===== src/rtl/btn_conditioner_pkg.sv =====
// rtl/btn_conditioner_pkg.sv - shared constants, channel state encoding and width helper
//
// Purpose : common definitions for the push-button conditioner.
// Contents: btn_state_t channel FSM encoding, button index constants,
//           default 50 MHz timing constants, counter width helper.
package btn_conditioner_pkg;

    typedef enum logic [1:0] {
        ST_UP       = 2'd0,
        ST_UP_CHK   = 2'd1,
        ST_DOWN     = 2'd2,
        ST_DOWN_CHK = 2'd3
    } btn_state_t;

    localparam int BTN_IDX_N = 0;
    localparam int BTN_IDX_S = 1;
    localparam int BTN_IDX_W = 2;
    localparam int BTN_IDX_E = 3;
    localparam int BTN_COUNT = 4;

    // 50 MHz: 20 ms debounce, 500 ms first repeat, 100 ms repeat period
    localparam int DEF_DEBOUNCE_CYCLES = 1_000_000;
    localparam int DEF_REPEAT_DELAY    = 25_000_000;
    localparam int DEF_REPEAT_PERIOD   = 5_000_000;
    localparam logic [3:0] DEF_REPEAT_MASK = 4'b1100;

    // Bits needed to count 0..n-1; never narrower than one bit.
    function automatic int cnt_width(input int n);
        return (n > 1) ? $clog2(n) : 1;
    endfunction

endpackage


===== src/rtl/btn_conditioner_if.sv =====
// rtl/btn_conditioner_if.sv - conditioned button event bundle
//
// Purpose : carries the four per-button event vectors to the display FSM.
// Signals : btn_level   - debounced level (bit 0 N, 1 S, 2 W, 3 E)
//           btn_press   - one-cycle pulse on accepted press
//           btn_release - one-cycle pulse on accepted release
//           btn_repeat  - one-cycle pulse per auto-repeat tick
// Modports: master drives the events, slave consumes them.
interface btn_conditioner_if;
    logic [3:0] btn_level;
    logic [3:0] btn_press;
    logic [3:0] btn_release;
    logic [3:0] btn_repeat;

    modport master (
        output btn_level,
        output btn_press,
        output btn_release,
        output btn_repeat
    );

    modport slave (
        input btn_level,
        input btn_press,
        input btn_release,
        input btn_repeat
    );
endinterface


===== src/rtl/btn_conditioner_channel.sv =====
// rtl/btn_conditioner_channel.sv - one button: synchroniser, debounce FSM, auto-repeat
//
// Purpose : turns one raw asynchronous button pad into registered level,
//           press, release and repeat events.
// Ports   : clk, rst_n (async active-low)
//           i_btn      - raw pad, active-high
//           o_level    - debounced level
//           o_press    - one-cycle pulse on accepted press
//           o_release  - one-cycle pulse on accepted release
//           o_repeat   - one-cycle pulse per auto-repeat tick (0 if REPEAT_EN=0)
module btn_channel
    import btn_conditioner_pkg::*;
#(
    parameter int DEBOUNCE_CYCLES = DEF_DEBOUNCE_CYCLES,
    parameter int REPEAT_DELAY    = DEF_REPEAT_DELAY,
    parameter int REPEAT_PERIOD   = DEF_REPEAT_PERIOD,
    parameter bit REPEAT_EN       = 1'b0
) (
    input  logic clk,
    input  logic rst_n,
    input  logic i_btn,
    output logic o_level,
    output logic o_press,
    output logic o_release,
    output logic o_repeat
);

    localparam int DW = cnt_width(DEBOUNCE_CYCLES);
    localparam int RMAX = (REPEAT_DELAY > REPEAT_PERIOD) ? REPEAT_DELAY : REPEAT_PERIOD;
    localparam int RW = cnt_width(RMAX);

    localparam logic [DW-1:0] DB_LIM    = DW'(DEBOUNCE_CYCLES - 1);
    localparam logic [RW-1:0] DELAY_LIM = RW'(REPEAT_DELAY - 1);
    localparam logic [RW-1:0] PER_LIM   = RW'(REPEAT_PERIOD - 1);

    logic r_sync1;
    logic r_sync2;

    btn_state_t    r_state;
    btn_state_t    w_next_state;
    logic [DW-1:0] r_dcnt;
    logic [DW-1:0] w_dcnt_next;
    logic [RW-1:0] r_rcnt;
    logic [RW-1:0] w_rcnt_next;
    logic          r_phase_period;   // 0: waiting first repeat, 1: periodic repeats
    logic          w_phase_next;
    logic          w_press;
    logic          w_release;
    logic          w_repeat;
    logic [RW-1:0] w_rlim;

    logic r_level;
    logic r_press;
    logic r_release;
    logic r_repeat;

    always_ff @(posedge clk or negedge rst_n) begin
        if (!rst_n) begin
            r_sync1 <= 1'b0;
            r_sync2 <= 1'b0;
        end else begin
            r_sync1 <= i_btn;
            r_sync2 <= r_sync1;
        end
    end

    assign w_rlim = r_phase_period ? PER_LIM : DELAY_LIM;

    always_comb begin
        w_next_state = r_state;
        w_dcnt_next  = r_dcnt;
        w_rcnt_next  = r_rcnt;
        w_phase_next = r_phase_period;
        w_press      = 1'b0;
        w_release    = 1'b0;
        w_repeat     = 1'b0;
        case (r_state)
            ST_UP: begin
                if (r_sync2) begin
                    w_next_state = ST_UP_CHK;
                    w_dcnt_next  = '0;
                end
            end
            ST_UP_CHK: begin
                if (!r_sync2) begin
                    w_next_state = ST_UP;
                end else if (r_dcnt == DB_LIM) begin
                    w_next_state = ST_DOWN;
                    w_press      = 1'b1;
                    w_rcnt_next  = '0;
                    w_phase_next = 1'b0;
                end else begin
                    w_dcnt_next = r_dcnt + DW'(1);
                end
            end
            ST_DOWN: begin
                if (!r_sync2) begin
                    w_next_state = ST_DOWN_CHK;
                    w_dcnt_next  = '0;
                end else if (REPEAT_EN) begin
                    if (r_rcnt == w_rlim) begin
                        w_repeat     = 1'b1;
                        w_rcnt_next  = '0;
                        w_phase_next = 1'b1;
                    end else begin
                        w_rcnt_next = r_rcnt + RW'(1);
                    end
                end
            end
            ST_DOWN_CHK: begin
                // repeat counter is left untouched so a rejected glitch resumes it
                if (r_sync2) begin
                    w_next_state = ST_DOWN;
                end else if (r_dcnt == DB_LIM) begin
                    w_next_state = ST_UP;
                    w_release    = 1'b1;
                end else begin
                    w_dcnt_next = r_dcnt + DW'(1);
                end
            end
            default: begin
                w_next_state = ST_UP;
            end
        endcase
    end

    always_ff @(posedge clk or negedge rst_n) begin
        if (!rst_n) begin
            r_state        <= ST_UP;
            r_dcnt         <= '0;
            r_rcnt         <= '0;
            r_phase_period <= 1'b0;
            r_level        <= 1'b0;
            r_press        <= 1'b0;
            r_release      <= 1'b0;
            r_repeat       <= 1'b0;
        end else begin
            r_state        <= w_next_state;
            r_dcnt         <= w_dcnt_next;
            r_rcnt         <= w_rcnt_next;
            r_phase_period <= w_phase_next;
            r_level        <= (w_next_state == ST_DOWN) || (w_next_state == ST_DOWN_CHK);
            r_press        <= w_press;
            r_release      <= w_release;
            r_repeat       <= w_repeat;
        end
    end

    assign o_level   = r_level;
    assign o_press   = r_press;
    assign o_release = r_release;
    assign o_repeat  = r_repeat;

endmodule


===== src/rtl/btn_conditioner.sv =====
// rtl/btn_conditioner.sv - four-button conditioner feeding the LCD display FSM
//
// Purpose : synchronises, debounces and edge-detects the four board buttons;
//           west/east (by default) also auto-repeat while held.
// Ports   : clk, rst_n (async active-low)
//           BTN_NORTH, BTN_SOUTH, BTN_WEST, BTN_EAST - raw pads, active-high
//           evt (btn_conditioner_if.master) - btn_level/press/release/repeat,
//           bit 0 N, 1 S, 2 W, 3 E
module btn_conditioner
    import btn_conditioner_pkg::*;
#(
    parameter int         DEBOUNCE_CYCLES = DEF_DEBOUNCE_CYCLES,
    parameter int         REPEAT_DELAY    = DEF_REPEAT_DELAY,
    parameter int         REPEAT_PERIOD   = DEF_REPEAT_PERIOD,
    parameter logic [3:0] REPEAT_MASK     = DEF_REPEAT_MASK
) (
    input  logic clk,
    input  logic rst_n,
    input  logic BTN_NORTH,
    input  logic BTN_SOUTH,
    input  logic BTN_WEST,
    input  logic BTN_EAST,
    btn_conditioner_if.master evt
);

    logic [3:0] w_raw;
    logic [3:0] w_level;
    logic [3:0] w_press;
    logic [3:0] w_release;
    logic [3:0] w_repeat;

    assign w_raw[BTN_IDX_N] = BTN_NORTH;
    assign w_raw[BTN_IDX_S] = BTN_SOUTH;
    assign w_raw[BTN_IDX_W] = BTN_WEST;
    assign w_raw[BTN_IDX_E] = BTN_EAST;

    for (genvar g = 0; g < BTN_COUNT; g++) begin : g_chan
        btn_channel #(
            .DEBOUNCE_CYCLES (DEBOUNCE_CYCLES),
            .REPEAT_DELAY    (REPEAT_DELAY),
            .REPEAT_PERIOD   (REPEAT_PERIOD),
            .REPEAT_EN       (REPEAT_MASK[g])
        ) u_chan (
            .clk       (clk),
            .rst_n     (rst_n),
            .i_btn     (w_raw[g]),
            .o_level   (w_level[g]),
            .o_press   (w_press[g]),
            .o_release (w_release[g]),
            .o_repeat  (w_repeat[g])
        );
    end

    assign evt.btn_level   = w_level;
    assign evt.btn_press   = w_press;
    assign evt.btn_release = w_release;
    assign evt.btn_repeat  = w_repeat;

endmodule


===== src/flat_wrapper.sv =====
// flat-port wrapper written by rule: the top's interface ports become plain ports
module btn_conditioner_flat import btn_conditioner_pkg::*;
#(
    parameter int         DEBOUNCE_CYCLES = DEF_DEBOUNCE_CYCLES,
    parameter int         REPEAT_DELAY    = DEF_REPEAT_DELAY,
    parameter int         REPEAT_PERIOD   = DEF_REPEAT_PERIOD,
    parameter logic [3:0] REPEAT_MASK     = DEF_REPEAT_MASK
)
  (clk, rst_n, BTN_NORTH, BTN_SOUTH, BTN_WEST, BTN_EAST, evt_btn_level, evt_btn_press, evt_btn_release, evt_btn_repeat);
  btn_conditioner_if evt_i ();
  input  logic clk;
  input  logic rst_n;
  input  logic BTN_NORTH;
  input  logic BTN_SOUTH;
  input  logic BTN_WEST;
  input  logic BTN_EAST;
  output wire logic [$bits(evt_i.btn_level)-1:0] evt_btn_level;
  output wire logic [$bits(evt_i.btn_press)-1:0] evt_btn_press;
  output wire logic [$bits(evt_i.btn_release)-1:0] evt_btn_release;
  output wire logic [$bits(evt_i.btn_repeat)-1:0] evt_btn_repeat;
  assign evt_btn_level = evt_i.btn_level;
  assign evt_btn_press = evt_i.btn_press;
  assign evt_btn_release = evt_i.btn_release;
  assign evt_btn_repeat = evt_i.btn_repeat;
  btn_conditioner #(.DEBOUNCE_CYCLES(DEBOUNCE_CYCLES), .REPEAT_DELAY(REPEAT_DELAY), .REPEAT_PERIOD(REPEAT_PERIOD), .REPEAT_MASK(REPEAT_MASK)) u_core (.clk(clk), .rst_n(rst_n), .BTN_NORTH(BTN_NORTH), .BTN_SOUTH(BTN_SOUTH), .BTN_WEST(BTN_WEST), .BTN_EAST(BTN_EAST), .evt(evt_i));
endmodule

===== config.mk =====
export PLATFORM = sky130hd
export DESIGN_NAME = btn_conditioner_flat
export DESIGN_NICKNAME = d
export VERILOG_FILES = /design/src/rtl/btn_conditioner_pkg.sv /design/src/rtl/btn_conditioner_if.sv /design/src/rtl/btn_conditioner_channel.sv /design/src/rtl/btn_conditioner.sv /design/src/flat_wrapper.sv
export SDC_FILE = /design/constraint.sdc
export NUM_CORES = 1
export LEC_CHECK = 0
export CORE_MARGIN = 1.5
export CORE_UTILIZATION = 38
export CTS_CLUSTER_DIAMETER = 120
export DETAILED_ROUTE_END_ITERATION = 8
export HOLD_SLACK_MARGIN = 0.06
export PLACE_DENSITY = 0.65
export SLEW_MARGIN = 20
export SYNTH_ARGS = -nofsm -noshare
export SYNTH_HDL_FRONTEND = slang
export SYNTH_HIERARCHICAL = 1
export SYNTH_SLANG_ARGS = --single-unit
export TNS_END_PERCENT = 30

===== constraint.sdc =====
create_clock -name clk -period 2.6 [get_ports clk]
set_input_delay 0.78 -clock clk [delete_from_list [all_inputs] [get_ports clk]]
set_output_delay 0.78 -clock clk [all_outputs]
set_load 0.005 [all_outputs]

==> flow_summary.yaml <==
timing:
  hold_viol_final: 0
  setup_violations: 0
  clock.fmax_ghz: 0.4001
  tightest_slew_ns: 1.014
  fin_crit_sh: 0.9614
  skew_ns: 0.01152
  period_minus_slack_ns: 2.500
  slew_headroom: 0.3243
  rsz0062_at_grt: "no"
  drv_slew: 0
worst_setup_path:
  worstSetupEndpoint: "u_core/g_chan[2].u_chan/r_rcnt[15]"
  path_common_cell: "or4_1"
  end_kind: "flip-flop"
  slowest_delay_ns: 0.58
  crit_path_cell_trace: "or4_1, or4_4, o21a_4, or4_1, a21oi_1"
  r2r_cells: 5
  path_max_fanout: 8
  worstSetupStartpoint: "u_core/g_chan[2].u_chan/r_dcnt[6]"
  cp.required_ns: 2.94
  crit_arrival_ns: 2.84
  critical-path-slowest-cell: "or4_4"
  rr_startpoint: "u_core/g_chan[2].u_chan/r_dcnt[6]"
  path_class: "reg2reg"
  reg2reg_slack_ns: 0.10
  start_kind: "flip-flop"
  r2r-end: "u_core/g_chan[2].u_chan/r_rcnt[15]"
die:
  rows: 55
  core-area_um2: 22500
  start_util: 0.3842
  die_y_um: 153.8
  die_w_um: 153.8
  die-area_um2: 23660
  io_pins: 22
finish:
  final_cells: 1250
  drive_gt1_frac: 0.1212
  area_growth_pct: 15.68
  fillers: 2120
  fin_util: 0.4444
  antenna_cells: 0
  nets: 964
synth:
  synth_cell_types: 68
  yosys_warnings: 6
  avgSynthCellArea_um2: 9.489
  synth_cells: 911
  synth_edf_count: 0
  synth_area_um2: 8645
  synth_ff_type: "dfrtp_1"
  syn-num-nets: 923
  ys_seq_area_frac: 0.4690
  synthArstFlopShare: 1.000
  yosys_register_bits: 162
place:
  portBuffers: 19
  dp_hpwl_um: 12790
  gp_congestion: 0.8199
  placedCellCount: 1217
global_route:
  grt_pass1_wl_um: 33000
  antenna_found_initial: 0
  grt.overflow.total: 0
  track_usage: 0.1669
  grt_max_degree: 47
  grt_pass1_vias: 6774
clock_network:
  cts_sinks: 162
  cts_tree: "yes"
  postCtsHoldBufs: 0
  clkTransAtPathRegs_ns: 0.07
  htree_levels: 4
  ctsLongestPathBuffers: 2
  cts-buffers-inserted: 17
  post_cts_buffers: 0
  clkLatencyLatePin_ns: 0.42
  cts_root_buffer: "clkbuf_16"
power_and_ir_drop:
  power_leakage_nw: 3.995
  vdd_ir_drop_max_mv: 0.3274
  power_density_nw_per_um2: 555.8
route:
  postRouteAntennaNets: 0
  routed_wl_um: 19050
  viasPerCell: 5.760
  drcViolationCount: 0
  drtPass1Iterations: 5
  drt_iter0_drc: 383
  vias: 7200
  wire_per_inst_um: 15.24
run:
  max-cap-violations: 0
hold_path:
  hold_path_class: "in2async"
run_status:
  outcome: "finished clean"
[critical path, delay by kind of cell (launching register included)]
kind | cells | cell delay, ns
and+or+nand+nor | 3 | 1.63
AOI/OAI and AO/OA | 2 | 0.41
DFF | 1 | 0.37
[cell type report]
type | instances | area, um^2 | area share
Multi-Input combinational cell | 696 | 4358 | 0.4358
Sequential cell | 162 | 4054 | 0.4054
Timing Repair Buffer | 55 | 499.2 | 0.04992
Clock buffer | 19 | 442.9 | 0.04429
Tap cell | 285 | 356.6 | 0.03566
Clock inverter | 13 | 209.0 | 0.02090
Inverter | 20 | 80.08 | 0.008008
[per-layer routing]
metal	share of wire	vias up	GRT usage
met3	0.035	13	0.03185
met2	0.47	153	0.2698
li1	-	3491	-
met1	0.49	3543	0.2296
met4	0.0083	0	0.04438
met5	0	-	0
[cells by family after synthesis]
kind of cell	after synthesis	synth area share
AOI/OAI and AO/OA	209	0.1549
and+or+nand+nor	425	0.2786
other	2	0.0008688
adders and majority gates	6	0.008684
muxes	12	0.01476
DFF	162	0.4690
xor gates and xnor gates	41	0.04328
buffers and inverters	54	0.02996
[worst min-delay path by stage]
| stage | end | depth (start not counted) | slack [ns] |
|---|---|---|---|
| final | u_core/g_chan[0].u_chan/r_dcnt[14] | 1 | 0.30 |
| after global routing | u_core/g_chan[2].u_chan/r_rcnt[19] | 1 | 0.32 |
| after CTS | u_core/g_chan[2].u_chan/r_rcnt[21] | 1 | 0.30 |
| after detailed placement | u_core/g_chan[0].u_chan/r_sync2 | 0 | 0.34 |
| after global placement | u_core/g_chan[0].u_chan/r_sync2 | 0 | 0.34 |
| after floorplan | u_core/g_chan[0].u_chan/r_sync2 | 0 | 0.33 |
[metrics by stage]
stage                     setup WS (ns)  total power, mW  hold slack [ns]  TNS [ns]  instance area [um^2]
after floorplan                  0.1048            2.737           0.3312         0                  8645
after global placement         0.004798            2.849           0.3380         0                  9321
after detailed placement       -0.05910            2.854           0.3404   -0.2283                  9324
after CTS                      0.005657            5.633           0.2992         0                  9977
after global routing           0.007381            5.773           0.3181         0                 10000
final                            0.1003            5.558           0.2950         0                 10000
[timing repair]
item | CTS | global route
hold endpoints to repair | 0 | 0
resized for setup | 1 | 3
gates cloned | 0 | 1
setup endpoints to repair | 11 | 12
pin swaps | 0 | 1
[Yosys cell counts (7+ instances only)]
| cell type | n | share of area |
|---|---|---|
| dfrtp_1 | 162 | 0.47 |
| nand2_1 | 76 | 0.033 |
| o21ai_0 | 72 | 0.042 |
| nor2_1 | 63 | 0.027 |
| nand3_1 | 59 | 0.034 |
| a21oi_1 | 45 | 0.026 |
| nand4_1 | 41 | 0.030 |
| o31ai_1 | 28 | 0.024 |
| or3_1 | 26 | 0.019 |
| or4_1 | 24 | 0.021 |
| and3_1 | 23 | 0.017 |
| xnor2_1 | 23 | 0.023 |
| clkbuf_1 | 20 | 0.0087 |
| inv_1 | 18 | 0.0078 |
| xor2_1 | 16 | 0.016 |
| and2_1 | 15 | 0.011 |
| nor3_1 | 14 | 0.0081 |
| nor4_1 | 14 | 0.010 |
| and4_1 | 11 | 0.011 |
| a21oi_2 | 10 | 0.010 |
| nand2b_1 | 10 | 0.0072 |
| nor3b_1 | 9 | 0.0078 |
| o21a_1 | 9 | 0.0078 |
| o211ai_1 | 7 | 0.0061 |
[flip-flops by register name (all words and copies together) (netlist names)]
name and flops:
u_core/g_chan.u_chan/o_level 4, u_core/g_chan.u_chan/r_phase_period 2, u_core/g_chan.u_chan/o_repeat 2, u_core/g_chan.u_chan/r_sync2 4, u_core/g_chan.u_chan/r_dcnt 80, u_core/g_chan.u_chan/r_state 8
u_core/g_chan.u_chan/r_rcnt 50, u_core/g_chan.u_chan/o_press 4, u_core/g_chan.u_chan/o_release 4, u_core/g_chan.u_chan/r_sync1 4
[cell usage in the layout (no fill, tap or decap), types with 5 or more instances in the layout]
cell	count
ha_1	6
dfrtp_1	162
nor3b_1	9
and4_1	11
or4b_1	5
nor4_1	14
nor2_1	62
o211ai_1	7
nand4_1	41
clkbuf_16	17
inv_1	18
xnor2_1	23
a21oi_2	11
a21oi_1	44
or3_1	26
or4_1	23
clkdlybuf4s50_1	18
buf_4	33
nor4b_1	5
and3_1	23
and2_1	15
nand3_1	59
nand4b_1	5
nand2b_1	10
nor2b_1	5
o22ai_1	5
o21ai_0	72
nand2_1	76
o31ai_1	28
o21a_1	8
mux2i_1	6
nor3_1	14
bufinv_16	5
mux2_2	6
xor2_1	16
[report_power, final]
group          switching [mW]  internal (mW)
sequential             0.0390           2.55
combinational           0.140         0.0706
clock                    1.02           1.73
total                    1.20           4.36
No activity file was read; power rests on OpenSTA's default activity.
